==> config.mk <==
export PLATFORM = sky130hd
export DESIGN_NAME = mux_rr_arbiter
export DESIGN_NICKNAME = d
export VERILOG_FILES = /design/src/rtl/mux_arb_pkg.sv /design/src/rtl/rr_pick4.sv /design/src/rtl/mux_rr_arbiter.sv
export SDC_FILE = /design/constraint.sdc
export NUM_CORES = 1
export LEC_CHECK = 0
export BUFFER_PORTS_ARGS = -buffer_cell sky130_fd_sc_hd__buf_4
export CORE_AREA = 2 2 45 47
export CTS_CLUSTER_SIZE = 25
export DETAILED_ROUTE_END_ITERATION = 8
export DIE_AREA = 0 0 47 49
export PLACE_DENSITY_LB_ADDON = 0.08
export SETUP_SLACK_MARGIN = 0.15
export SYNTH_ARGS = -nofsm -noshare
export SYNTH_HDL_FRONTEND = slang
export SYNTH_SLANG_ARGS = --single-unit
==> constraint.sdc <==
create_clock -name clk -period 3.9 [get_ports clk]
set_input_delay 0.78 -clock clk [delete_from_list [all_inputs] [get_ports clk]]
set_output_delay 0.78 -clock clk [all_outputs]
set_load 0.005 [all_outputs]
==> src/rtl/mux_arb_pkg.sv <==
// Shared definitions for the 4:1 round-robin mux arbiter: FSM encoding, source count,
// pointer reset value and the select-to-grant decoder.
package mux_arb_pkg;

   localparam int NSRC = 4;
   localparam logic [1:0] LP_RST = 2'd3;

   typedef enum logic {
      ST_IDLE = 1'b0,
      ST_HOLD = 1'b1
   } state_t;

   function automatic logic [NSRC-1:0] sel_to_gnt(input logic [1:0] s);
      sel_to_gnt = 4'b0001 << s;
   endfunction

endpackage

==> src/rtl/rr_pick4.sv <==
// Combinational 4-way winner picker. Round-robin from (lp+1) by default; with
// MUX_ARB_FIXED_PRIO_EN defined, fixed priority (source 0 highest) and lp is ignored.
module rr_pick4
   import mux_arb_pkg::*;
(
   input  logic [NSRC-1:0] req,
   input  logic [1:0]      lp,
   output logic            any,
   output logic [1:0]      win
);

   // Any-request flag.
   always_comb begin
      any = |req;
   end

`ifdef MUX_ARB_FIXED_PRIO_EN
   // Lowest set request bit wins.
   always_comb begin
      win = 2'd0;
      if (req[0]) begin
         win = 2'd0;
      end else if (req[1]) begin
         win = 2'd1;
      end else if (req[2]) begin
         win = 2'd2;
      end else if (req[3]) begin
         win = 2'd3;
      end else begin
         win = 2'd0;
      end
   end
`else
   // First set bit searching upward from lp+1; the last probe (k=NSRC) wraps back to lp.
   always_comb begin
      logic [1:0] idx;
      logic       found;
      win   = 2'd0;
      idx   = 2'd0;
      found = 1'b0;
      for (int k = 1; k <= NSRC; k++) begin
         idx = lp + 2'(k);
         if (!found && req[idx]) begin
            win   = idx;
            found = 1'b1;
         end else begin
            found = found;
         end
      end
   end
`endif

endmodule

==> src/rtl/mux_rr_arbiter.sv <==
// Round-robin arbiter/sequencer for a 4:1 mux feeding one valid/ready channel.
// Build option: MUX_ARB_FIXED_PRIO_EN selects fixed priority instead of round-robin.
module mux_rr_arbiter
   import mux_arb_pkg::*;
#(
   parameter int DW = 2
) (
   input  logic            clk,
   input  logic            rst_n,
   input  logic [NSRC-1:0] req,
   input  logic [DW-1:0]   X0,
   input  logic [DW-1:0]   X1,
   input  logic [DW-1:0]   X2,
   input  logic [DW-1:0]   X3,
   input  logic            out_ready,
   output logic [DW-1:0]   out,
   output logic            out_valid,
   output logic [1:0]      sel,
   output logic [NSRC-1:0] gnt
);

   state_t          state_r, state_nxt_s;
   logic [DW-1:0]   out_r, out_nxt_s;
   logic            valid_r, valid_nxt_s;
   logic [1:0]      sel_r, sel_nxt_s;
   logic [NSRC-1:0] gnt_r, gnt_nxt_s;
   logic [1:0]      pick_lp_s;
   logic            any_s;
   logic [1:0]      win_s;
   logic [DW-1:0]   mux_s;

`ifdef MUX_ARB_FIXED_PRIO_EN
   // No last-served pointer in the fixed-priority build.
   always_comb begin
      pick_lp_s = 2'd0;
   end
`else
   logic [1:0] lp_r, lp_nxt_s;

   // A completed transfer makes the served source the new last-served pointer.
   always_comb begin
      if ((state_r == ST_HOLD) && out_ready) begin
         lp_nxt_s = sel_r;
      end else begin
         lp_nxt_s = lp_r;
      end
   end

   // Last-served pointer register.
   always_ff @(posedge clk or negedge rst_n) begin
      if (!rst_n) begin
         lp_r <= LP_RST;
      end else begin
         lp_r <= lp_nxt_s;
      end
   end

   // In HOLD the re-arbitration starts after the word being accepted right now.
   always_comb begin
      if (state_r == ST_HOLD) begin
         pick_lp_s = sel_r;
      end else begin
         pick_lp_s = lp_r;
      end
   end
`endif

   rr_pick4 u_pick (
      .req (req),
      .lp  (pick_lp_s),
      .any (any_s),
      .win (win_s)
   );

   // Datapath mux driven by the candidate select code.
   always_comb begin
      case (win_s)
         2'd0:    mux_s = X0;
         2'd1:    mux_s = X1;
         2'd2:    mux_s = X2;
         2'd3:    mux_s = X3;
         default: mux_s = X0;
      endcase
   end

   // Next-state and output logic; a new word is loaded in IDLE or on an accepting HOLD cycle.
   always_comb begin
      state_nxt_s = state_r;
      out_nxt_s   = out_r;
      valid_nxt_s = valid_r;
      sel_nxt_s   = sel_r;
      gnt_nxt_s   = gnt_r;
      case (state_r)
         ST_IDLE: begin
            if (any_s) begin
               state_nxt_s = ST_HOLD;
               out_nxt_s   = mux_s;
               valid_nxt_s = 1'b1;
               sel_nxt_s   = win_s;
               gnt_nxt_s   = sel_to_gnt(win_s);
            end else begin
               valid_nxt_s = 1'b0;
               gnt_nxt_s   = 4'b0000;
            end
         end
         ST_HOLD: begin
            if (out_ready) begin
               if (any_s) begin
                  state_nxt_s = ST_HOLD;
                  out_nxt_s   = mux_s;
                  valid_nxt_s = 1'b1;
                  sel_nxt_s   = win_s;
                  gnt_nxt_s   = sel_to_gnt(win_s);
               end else begin
                  state_nxt_s = ST_IDLE;
                  valid_nxt_s = 1'b0;
                  gnt_nxt_s   = 4'b0000;
               end
            end else begin
               state_nxt_s = ST_HOLD;
            end
         end
         default: begin
            state_nxt_s = ST_IDLE;
            valid_nxt_s = 1'b0;
            gnt_nxt_s   = 4'b0000;
         end
      endcase
   end

   // State and output registers; reset discards any pending word.
   always_ff @(posedge clk or negedge rst_n) begin
      if (!rst_n) begin
         state_r <= ST_IDLE;
         out_r   <= '0;
         valid_r <= 1'b0;
         sel_r   <= 2'd0;
         gnt_r   <= 4'b0000;
      end else begin
         state_r <= state_nxt_s;
         out_r   <= out_nxt_s;
         valid_r <= valid_nxt_s;
         sel_r   <= sel_nxt_s;
         gnt_r   <= gnt_nxt_s;
      end
   end

   assign out       = out_r;
   assign out_valid = valid_r;
   assign sel       = sel_r;
   assign gnt       = gnt_r;

endmodule

Word-level counts from Yosys, hierarchy flattened
Cells that the tools add are included.
{ "op_classes": {"add_sub_neg": 3, "magnitude_cmp": 4, "n_eq_ne": 4, "shifts": 1, "n_mux": 31, "bitwise_logic": 1, "n_reduce_logical": 9} }
{ "op_table": {"columns": ["op", "count"], "rows": [
  ["$mux 2", 9],
  ["$lt 2x3->1 const B", 4],
  ["$mux 1", 10],
  ["$bmux 1 s2", 4],
  ["$mux 4", 2],
  ["$pmux 2 s2", 2],
  ["$pmux 2 s4", 1],
  ["$pmux 4 s2", 1],
  ["$add 2x2->2 const B", 2],
  ["$eq 2x2->1 const B", 2],
  ["$logic_and 1x1->1", 4],
  ["$pmux 1 s2", 2],
  ["$reduce_or 4->1", 1],
  ["$shl 1x2->4 const A", 1],
  ["$logic_not 1->1", 3],
  ["$add 2x1->2 const B", 1],
  ["$eq 2x1->1 const B", 1],
  ["$logic_not 2->1", 1],
  ["$ne 2x2->1 const B", 1],
  ["$not 1->1", 1]
]} }
{ "totals": {"register_bits": 12, "in_bits": 15, "output_inout_bits": 9, "word_cells": 59} }

Depth between registers and ports, before layout
Gate-level depths: netlist of run 1.
{ "logic_depth": {"depth_word": 19, "depth_mapped": 7, "depth_no_buf": 6} }

By module
Synthesis of run 1 repeated with hierarchy kept, for this count alone.
{ "unflattened": {"hier_cells": 51, "hier_area_um2": 611.8} }
{ "by_module_without_submodules": {"columns": ["module", "n_inst", "cells_each", "area_each_um2", "seq_area_each_um2"], "rows": [
  ["mux_rr_arbiter", 1, 37, 530.5, 302.8],
  ["rr_pick4", 1, 14, 81.3, 0.0]
]} }

Least setup slack after synthesis of run 1
No wires, ideal clock.
{ "synth_timing": {"path_kind": "input to register", "from": "input req[3]", "to": "register out_r[0] (netlist: out[0])", "setup_ps": 126, "arrival_ps": 2023, "t_required_ps": 3774, "path_slack_ps": 1751, "stages": 5, "n_path_buf": 0, "path_cell_list": "nor2b_1 > a21oi_1 > o211ai_4 > mux2_4 > a221o_1"} }
{ "synth_via": {"elab_chain_cells": 17} }
{ "synth_lines": {"columns": ["element", "line", "text"], "rows": [
  ["start, declared", "mux_rr_arbiter.sv:10", "input logic [NSRC-1:0] req,"],
  ["$bmux 1 s2", "rr_pick4.sv:43", "if (!found && req[idx]) begin"],
  ["$mux 1 (not written as such)", "rr_pick4.sv:43", null],
  ["$mux 1", "rr_pick4.sv:43", null],
  ["$logic_not 1->1", "rr_pick4.sv:43", null],
  ["$logic_and 1x1->1", "rr_pick4.sv:43", null],
  ["$mux 1", "rr_pick4.sv:43", null],
  ["$logic_not 1->1", "rr_pick4.sv:43", null],
  ["$logic_and 1x1->1", "rr_pick4.sv:43", null],
  ["$mux 1", "rr_pick4.sv:43", null],
  ["$logic_not 1->1", "rr_pick4.sv:43", null],
  ["$logic_and 1x1->1", "rr_pick4.sv:43", null],
  ["$mux 2", "rr_pick4.sv:43", null],
  ["$eq 2x2->1, or another cell as far along", "mux_rr_arbiter.sv:77", "case (win_s)"],
  ["$pmux 2 s4", "mux_rr_arbiter.sv:77", null],
  ["$mux 2 *", "mux_rr_arbiter.sv:95, mux_rr_arbiter.sv:108", null],
  ["$mux 2", "mux_rr_arbiter.sv:107", "if (out_ready) begin"],
  ["$pmux 2 s2 *", "mux_rr_arbiter.sv:93", "case (state_r)"],
  ["end signal, assigned", "mux_rr_arbiter.sv:141", "out_r <= out_nxt_s;"],
  ["end, declared", "mux_rr_arbiter.sv:23", "logic [DW-1:0] out_r, out_nxt_s;"]
]} }
Mark *: on every way between the ends. The rest lies on a longest branch, timed or not. The select of a mux whose other input is x is not followed.
A chain may end at the register's enable or synchronous reset.

Worst setup path in the final report of run 1
{ "layout_timing": {"from": "input req[3]", "to": "register out_r[1] (netlist: out[1])"} }
The elaborated chain is that of the path after synthesis.

==> flow_summary_export.csv, run 1 <==
group,metric,value,unit
timing,rsz0062_at_grt,"no",
yosys,ys_ff_latch,12,
global_route,grt_pass1_wl,2660,um
setup_path,rrSetupSlack,1.91,ns
setup_path,worstSetupPathType,"in2reg",
timing,timing.setup.tns,0,ns
placed_design,hpwl,1180,um
timing,hold_viol,0,
setup_path,slowest_stage,"o211ai_4",
routing,drt_iter0_drc,1,
routing,wl_per_cell,12.7,um
global_route,antenna_found_initial,0,
floorplan,fp.dieW,47,um
setup_path,cp-end-kind,"flip-flop",
pwr,vdd_drop_max,0.000258,V
global_route,grt_max_degree,13,
yosys,synthesis.area,702,um2
setup_path,crit_buf_inv,1,
cts,cts_resized,0,
cts,post_cts_buffers,0,
yosys,synthMuxAreaShare,12.3,%
layout,final_cell_mix,"buf_4, dfrtp_1, nand2_1",
layout,postLayoutCellArea,930,um2
cts,cts_tree,"built",
floorplan,die-area,2300,um2
layout,layout_commonest_cell,"buf_4",
cts,htree_levels,1,
floorplan,core_area,1840,um2
layout,layout-drive-gt1-share,39.6,%
timing,fin_ws,1.83,ns
layout,layout.nets,107,
setup_path,arrival,2.23,ns
timing,min_period,2.07,ns
floorplan,io_pins,24,
cts,cts_root_buffer,"clkbuf_4",
cts,clk_latency,0.27,ns
layout,layoutNonFillerInstCount,118,
pwr,pwr_density_cell,443,nW/um2
routing,dr.pass1.iters,2,
setup_path,crit_fanout,9,
routing,num_vias,590,
yosys,yosys.area_share.simple,18.7,%
yosys,synth_cell_types,30,
routing,wl,1500,um
floorplan,rows,16,
layout,n_antenna_cell,0,
placed_design,post-place-ws,1.50,ns
yosys,syn_avg_cell_area,10.6,um2
routing,drtAntennaViolNets,0,
yosys,synthXorXnorAreaFrac,0,%
timing,timing.fmax,483,MHz
timing,period_share,53.1,%
floorplan,fp.dieH,49,um
timing,finalSetupViolations,0,
layout,area_growth,32.4,%
setup_path,critPathRequiredTime,4.06,ns
setup_path,slowest_delay,0.33,ns
yosys,synth_fp_nets,81,
yosys,synth_top_family_by_area,"compound AO/OA/AOI/OAI gates",
routing,drcViolationCount,0,
run_status,outcome,"finished clean",
global_route,grt_pass1_vias,604,
setup_path,critical_path.cell_chain,"buf_4 > nor2b_1 > a21oi_1 > o211ai_4 > mux2_4 > a221o_1",
placed_design,place_area,893,um2
yosys,synth_fa_ha_area_share,0,%
setup_path,setup.worst_path.start_class,"primary input",
global_route,grtUsageTotal,15.9,%
placed_design,place_inst,114,
yosys,synth_compound_area_share,22.1,%
yosys,synthCells,66,
timing,timing.hold.ws,0.331,ns
timing,worst_clock_skew,0.00129,ns
cts,cts_buffer_depth,2,
routing,vias_per_cell,5.00,
min_path,hp-class,"in2async",
setup_path,crit_family,"compound AO/OA/AOI/OAI gates",
job,cap_violations,0,
pwr,p_leak,0.442,nW
layout,utilization,50.5,%
timing,slew_violations,0,
placed_design,placement.io_buffers,23,
cts,clkTransAtPathRegs,0.07,ns
placed_design,place.gp.congestion,0.795,
timing,maxSlewHeadroom,72.1,%
floorplan,start_util,38.1,%
global_route,grt-ovfl-total,0,
cts,numClockSinks,12,
yosys,synth_warnings,0,
timing,worst_pin_slew,0.418,ns
pwr,finalPower,412,uW
yosys,synth-seq-area-share,43.1,%
cts,cts_made_buffers,3,
cts,cts_hold_buf,0,
[sequential cells by signal, summed over array words and instances, names as in the netlist]
signal / flops
gnt: 4
state_r: 1
out: 2
lp_r: 2
out_valid: 1
sel: 2
[final timing paths]
path	cells past startpoint	to	start
max	6	out[1]$_DFFE_PN0P_	req[3]
min	1	out_valid$_DFFE_PN0P_	rst_n
max reg2reg	5	out[1]$_DFFE_PN0P_	state_r$_DFF_PN0_
min reg2reg	2	lp_r[1]$_DFFE_PN1P_	lp_r[1]$_DFFE_PN1P_
max in group asynchronous	1	lp_r[0]$_DFFE_PN1P_	rst_n
min in group clk	2	lp_r[1]$_DFFE_PN1P_	lp_r[1]$_DFFE_PN1P_
[kinds of logic (layout without fill, tap and decap cells)]
group           count (synthesis)  count (layout)
compound gates                 17              17
mux                             7               7
buf+inv                         5              30
flops                          12              12
simple gates                   25              25
[cell type report]
class,instances,area [um2]
clock buffer,4,36.3
fill,199,912
inverter,3,11.3
multi-input combinational,49,373
sequential,12,303
tap,27,33.8
timing repair buffer,23,173
[worst register-to-register path, stage by stage (launching register included)]
cell	delay (ns)
dfrtp_1	0.49
mux2i_1	0.28
a21oi_1	0.13
o211ai_4	0.33
mux2_4	0.33
a221o_1	0.31
[power breakdown]
group	switching [mW]	internal, mW	leakage (nW)
clock	0.0422	0.0568	0.0210
sequential	0.0207	0.154	0.140
combinational	0.0594	0.0788	0.281
total	0.122	0.289	0.442
[cells in the mapped netlist (all sizes together)]
cell    count  area, um2
a311oi      1       8.76
o221ai      1       26.3
a21oi       2       10.0
nand2b      3       18.8
a221o       2       20.0
inv         3       11.3
a22o        3       26.3
or2b        1       7.51
or2         1       6.26
dfrtp      10        250
clkbuf      1       3.75
nand2       8       30.0
nor2        4       15.0
mux2i       3       30.0
o21ai       4       20.0
nor2b       2       12.5
o21bai      1       7.51
buf         1       11.3
nand3b      1       7.51
and2b       1       7.51
o211ai      2       28.8
dfstp       2       52.6
mux2        4       56.3
nand3       1       5.00
o21a        1       7.51
nor4        1       6.26
or4b        1       10.0
nor3        1       5.00
[routing by layer]
metal	GRT usage (%)	up-vias	share of wire [%]	routed length (um)
met1	23.9	280	51	770
met2	22.1	15	43	641
met5	0	-	0	0
met4	6.94	0	1.6	24
li1	-	291	-	-
met3	2.22	4	4.1	61
Note: power is estimated with default switching activity, not from simulation.
==> run 2, diff against run 1 <==
- clock period: 3.9 -> 1.75 ns (I/O delays scaled with it)
==> run 2 against run 1 <==
Against the previous run:
- the run now ends with negative setup slack left
- worst setup slack worse by 2.0 ns
- cell area is 18% higher
- final cell count is 14% higher
- non-clock buffer count is 16 higher
- routed wire length is 21% higher
- global-route usage is 1.7 points higher
- first-iteration DRC count grew to 4.0 times the previous value
- sequential cell count stayed put
- critical path type is now reg2reg
==> flow_summary_export.csv, run 2 (synthesis results as in run 1) <==
group,metric,value,unit
timing,finalSetupViolations,2,
layout,largest_reg_flops,4,
routing,dr.pass1.iters,4,
routing,drtAntennaViolNets,0,
floorplan,io_pins,24,
routing,wl_per_cell,13.6,um
layout,area_growth,56.5,%
timing,maxSlewHeadroom,77.9,%
pwr,p_leak,0.520,nW
routing,drt_iter0_drc,4,
placed_design,place.gp.congestion,0.762,
setup_path,slowest_delay,0.45,ns
global_route,antenna_found_initial,0,
layout,postLayoutCellArea,1100,um2
routing,num_vias,649,
setup_path,critical_path.cell_chain,"mux2_4 > o221ai_4 > o211ai_4 > mux2_4 > a221o_1",
placed_design,place_inst,129,
layout,layout_commonest_cell,"buf_4",
setup_path,arrival,2.05,ns
timing,slew_violations,0,
layout,n_antenna_cell,0,
layout,utilization,59.6,%
floorplan,core_area,1840,um2
job,cap_violations,0,
timing,rsz0062_at_grt,"yes",
layout,layout-drive-gt1-share,56.1,%
timing,period_share,108,%
setup_path,crit_fanout,5,
placed_design,placement.io_buffers,23,
pwr,finalPower,1.02,mW
placed_design,hpwl,1370,um
placed_design,place_area,1010,um2
layout,layoutNonFillerInstCount,134,
run_status,outcome,"finished, violations left",
timing,fin_ws,-0.133,ns
setup_path,cp-end-kind,"flip-flop",
run_status,violations,"negative setup slack",
floorplan,fp.dieH,49,um
timing,hold_viol,0,
cts,htree_levels,1,
global_route,grt_pass1_wl,2860,um
cts,clk_latency,0.28,ns
cts,clkTransAtPathRegs,0.08,ns
pwr,pwr_density_cell,927,nW/um2
setup_path,crit_buf_inv,0,
cts,cts_root_buffer,"clkbuf_4",
min_path,hp-class,"in2reg",
setup_path,critPathRequiredTime,1.91,ns
floorplan,fp.dieW,47,um
setup_path,setup.worst_path.start_class,"flip-flop",
setup_path,worstSetupPathType,"reg2reg",
setup_path,slowest_stage,"dfrtp_2",
floorplan,die-area,2300,um2
cts,numClockSinks,12,
setup_path,crit_family,"multiplexers",
global_route,grtUsageTotal,17.6,%
cts,cts_made_buffers,3,
layout,final_cell_mix,"buf_4, dfrtp_1, nand2_1",
timing,min_period,1.88,ns
floorplan,rows,16,
floorplan,start_util,38.1,%
routing,drcViolationCount,0,
global_route,grt-ovfl-total,0,
pwr,vdd_drop_max,0.000484,V
global_route,grt_pass1_vias,663,
layout,layout.nets,123,
routing,vias_per_cell,4.84,
global_route,grt_max_degree,13,
setup_path,cpMostUsedCell,"mux2_4",
cts,cts_tree,"built",
timing,worst_pin_slew,0.330,ns
cts,cts_buffer_depth,2,
cts,post_cts_buffers,0,
timing,timing.fmax,531,MHz
routing,wl,1820,um
timing,worst_clock_skew,0.000494,ns
timing,timing.hold.ws,0.379,ns
[run 2: cell count changes in the layout (fill, tap and decap cells not counted), moves of 2 or more]
cell and delta:
buf_4 +14, a21oi_2 +2, a21oi_1 -2, o21ai_0 -2
[run 2: what timing repair did]
item	in CTS	in global routing
cloned	0	0
pin swaps	6	4
hold buffers	1	0
endpoints found under the hold margin	10	0
resized for setup	11	2
setup endpoints to repair	8	8
[run 2: routing by layer]
metal	GRT usage (%)	wire length, um	vias to the layer above
met2	28.1	895	16
li1	-	-	321
met3	3.70	66	4
met4	8.33	31	0
met1	21.6	823	308
met5	0	0	-
[run 2: final timing paths]
path	start	to	slack, ns	depth (start not counted)
worst max-delay path	state_r$_DFF_PN0_	out[1]$_DFFE_PN0P_	-0.13	5
min in group asynchronous	rst_n	sel[0]$_DFFE_PN0P_	0.45	2
worst min-delay path	out_ready	lp_r[1]$_DFFE_PN1P_	0.38	3
worst min register to register	gnt[2]$_DFFE_PN0P_	gnt[2]$_DFFE_PN0P_	0.49	2
worst max register to register	state_r$_DFF_PN0_	out[1]$_DFFE_PN0P_	-0.13	5
max in group asynchronous	rst_n	lp_r[1]$_DFFE_PN1P_	1.07	2
[run 2: tightest hold or removal path, delay by kind of cell]
family	cells	cell delay, ns
AO/OA/AOI/OAI	1	0.09
AND/OR/NAND/NOR	1	0.10
buffers and inverters	1	0.12
[run 2: cell type report]
class	count	area, um2
clock buffers	4	36.3
inverters	3	11.3
multi-input cells	49	414
repair buffers	39	299
well taps	27	33.8
fillers	184	743
flip-flops and latches	12	304
[run 2: report_power, final]
| part | leakage, nW | switching (mW) | internal (mW) | total, mW |
|---|---|---|---|---|
| Combinational | 0.359 | 0.171 | 0.239 | 0.410 |
| Sequential | 0.140 | 0.0396 | 0.342 | 0.382 |
| Clock | 0.0210 | 0.100 | 0.127 | 0.227 |
| Total | 0.520 | 0.311 | 0.708 | 1.02 |
[run 2: per-stage QoR]
stage / TNS [ns] / worst slack (ns)
after global placement: -0.214 / -0.118
final: -0.243 / -0.133
after detailed placement: -0.297 / -0.159
after global routing: -0.441 / -0.213
after CTS: -0.292 / -0.158
after floorplan: -0.272 / -0.136
==> run 3, diff against run 2 <==
- CELL_PAD_IN_SITES_DETAIL_PLACEMENT: not set -> 0
- CELL_PAD_IN_SITES_GLOBAL_PLACEMENT: not set -> 1
- CORE_AREA: 2 2 45 47 -> 2 2 64 42
- DIE_AREA: 0 0 47 49 -> 0 0 66 44
==> run 3 against run 2 <==
Against the previous run:
- the run still ends with negative setup slack left
- non-clock buffer count is 1 higher
- final cell count is 4.5% higher
- sequential power is 2% higher
- total power is 5.0% higher
- global-route usage is 2.5 points lower
- critical path type unchanged
- highest routed layer unchanged
==> flow_summary_export.csv, run 3 (synthesis results as in run 1) <==
group,metric,value,unit
run_status,outcome,"finished, violations left",
run_status,violations,"negative setup slack",
cts,cts_root_buffer,"clkbuf_8",
layout,layoutNonFillerInstCount,140,
placed_design,placement.io_buffers,23,
cts,cts_made_buffers,3,
setup_path,crit_buf_inv,1,
timing,slew_violations,0,
layout,postLayoutCellArea,1130,um2
routing,drcViolationCount,0,
timing,worst_clock_skew,0.00804,ns
setup_path,cp-end-kind,"flip-flop",
layout,seqCellArea,303,um2
global_route,grt-ovfl-total,0,
layout,layout-drive-gt1-share,53.7,%
cts,numClockSinks,12,
cts,clkTransAtPathRegs,0.05,ns
pwr,p_clk_share,24.4,%
setup_path,slowest_delay,0.41,ns
pwr,p_seq_share,36.5,%
pwr,vdd_drop_max,0.000415,V
global_route,antenna_found_initial,0,
timing,finalSetupViolations,4,
placed_design,place.gp.congestion,0.762,
setup_path,slowest_stage,"dfrtp_1",
layout,final_cell_mix,"buf_4, dfrtp_1, nand2_1",
timing,worst_pin_slew,0.446,ns
floorplan,io_pins,24,
placed_design,place_inst,132,
pwr,swShare,29.8,%
pwr,pwr_density_cell,943,nW/um2
floorplan,fp.dieH,44,um
floorplan,fp.dieW,66,um
setup_path,arrival,1.98,ns
pwr,p_leak,0.536,nW
routing,dr.pass1.iters,3,
timing,timing.setup.tns,-0.217,ns
cts,cts_buffer_depth,2,
cts,clk_latency,0.24,ns
routing,drtAntennaViolNets,0,
timing,min_period,1.85,ns
routing,wl_per_cell,13.3,um
routing,vias_per_cell,4.66,
cts,cts_tree,"built",
routing,drt_iter0_drc,21,
global_route,grtUsageTotal,15.0,%
layout,multi_input_area,417,um2
global_route,grt_pass1_vias,646,
floorplan,rows,14,
pwr,intPower,751,uW
routing,num_vias,653,
layout,fillers,227,
timing,timing.hold.ws,0.408,ns
layout,largest_reg_flops,4,
setup_path,crit_family,"compound AO/OA/AOI/OAI gates",
pwr,switchingPower,319,uW
routing,wl,1860,um
timing,fin_ws,-0.101,ns
placed_design,place_area,997,um2
floorplan,core_area,2350,um2
setup_path,critical_path.cell_chain,"mux2i_1 > a21oi_2 > o211ai_4 > buf_6 > mux2i_1 > nor2_1 > a221o_1",
layout,n_antenna_cell,0,
timing,period_share,106,%
setup_path,setup.worst_path.start_class,"flip-flop",
global_route,grt_pass1_wl,3120,um
pwr,pwr-share-comb,39.1,%
setup_path,critPathRequiredTime,1.88,ns
placed_design,hpwl,1400,um
cts,htree_levels,1,
floorplan,die-area,2900,um2
setup_path,cpMostUsedCell,"mux2i_1",
setup_path,crit_fanout,5,
floorplan,start_util,29.9,%
timing,rsz0062_at_grt,"yes",
layout,layout.nets,124,
timing,hold_viol,0,
timing,maxSlewHeadroom,70.0,%
job,cap_violations,0,
layout,layout_commonest_cell,"buf_4",
layout,area_growth,61.5,%
timing,timing.fmax,540,MHz
global_route,grt_max_degree,13,
min_path,hp-class,"in2reg",
setup_path,worstSetupPathType,"reg2reg",
## run 3: cell types whose count changed in the layout (fill, tap and decap cells not counted)
cell      delta
buf_4        -2
buf_6        +3
clkbuf_1     +1
clkbuf_4     -3
clkbuf_8     +2
dfrtp_1      +1
dfrtp_2      -1
mux2i_1      +1
mux2i_2      -1
nor3_2       -1
nor3_4       +1
o21ai_0      -1
o21ai_1      +1
## run 3: cell type report
type                    instances  area share [%]
multi-input cells              49            36.8
well taps                      32            3.53
clock buffers                   4            3.97
inverters                       3           0.993
flip-flops and latches         12            26.7
repair buffers                 40            28.0
## run 3: path summary, 6_finish.rpt
kind | startpoint | endpoint | slack [ns] | cells after the start
setup / recovery | state_r$_DFF_PN0_ | out[1]$_DFFE_PN0P_ | -0.10 | 7
hold / removal | req[0] | state_r$_DFF_PN0_ | 0.41 | 3
setup reg to reg | state_r$_DFF_PN0_ | out[1]$_DFFE_PN0P_ | -0.10 | 7
hold reg to reg | gnt[0]$_DFFE_PN0P_ | gnt[0]$_DFFE_PN0P_ | 0.50 | 2
max in group asynchronous | rst_n | lp_r[0]$_DFFE_PN1P_ | 1.04 | 2
min in group asynchronous | rst_n | out_valid$_DFFE_PN0P_ | 0.48 | 2
## run 3: worst min-delay path: stages
cell     delay, ns
buf_4         0.10
nor4_1        0.06
nand2_1       0.09
## run 3: stage by stage
stage               total power, mW  util [%]  worst slack (ns)
detailed placement            0.766      42.5            -0.135
CTS                            1.06      47.3           -0.0984
global route                   1.15      48.3            -0.188
global placement              0.769      42.5           -0.0869
finish                         1.07      48.3            -0.101
floorplan                     0.566         -            -0.136
## run 3: what timing repair did
action	CTS	global route
gates resized for setup	11	5
hold buffers	1	0
buffers inserted	3	0
pin swaps	5	6
endpoints found under the setup margin	8	8
endpoints found under the hold margin	10	0
gates cloned	0	0
## run 3: routing by layer
| layer | vias up | share of wire [%] | GRT usage [%] | wire length (um) |
|---|---|---|---|---|
| li1 | 324 | - | - | - |
| met1 | 315 | 50 | 22.0 | 935 |
| met2 | 9 | 44 | 20.4 | 822 |
| met3 | 5 | 4.5 | 6.23 | 83 |
| met4 | 0 | 1.2 | 3.67 | 22 |
| met5 | - | 0 | 0 | 0 |
## run 3: power groups by stage
stage,Sequential [mW],Clock [mW],Combinational [mW]
after floorplan,0.388,0,0.178
after global placement,0.393,0,0.376
after CTS,0.390,0.272,0.401
after global routing,0.400,0.293,0.457
after detailed placement,0.392,0,0.373
final,0.391,0.261,0.418
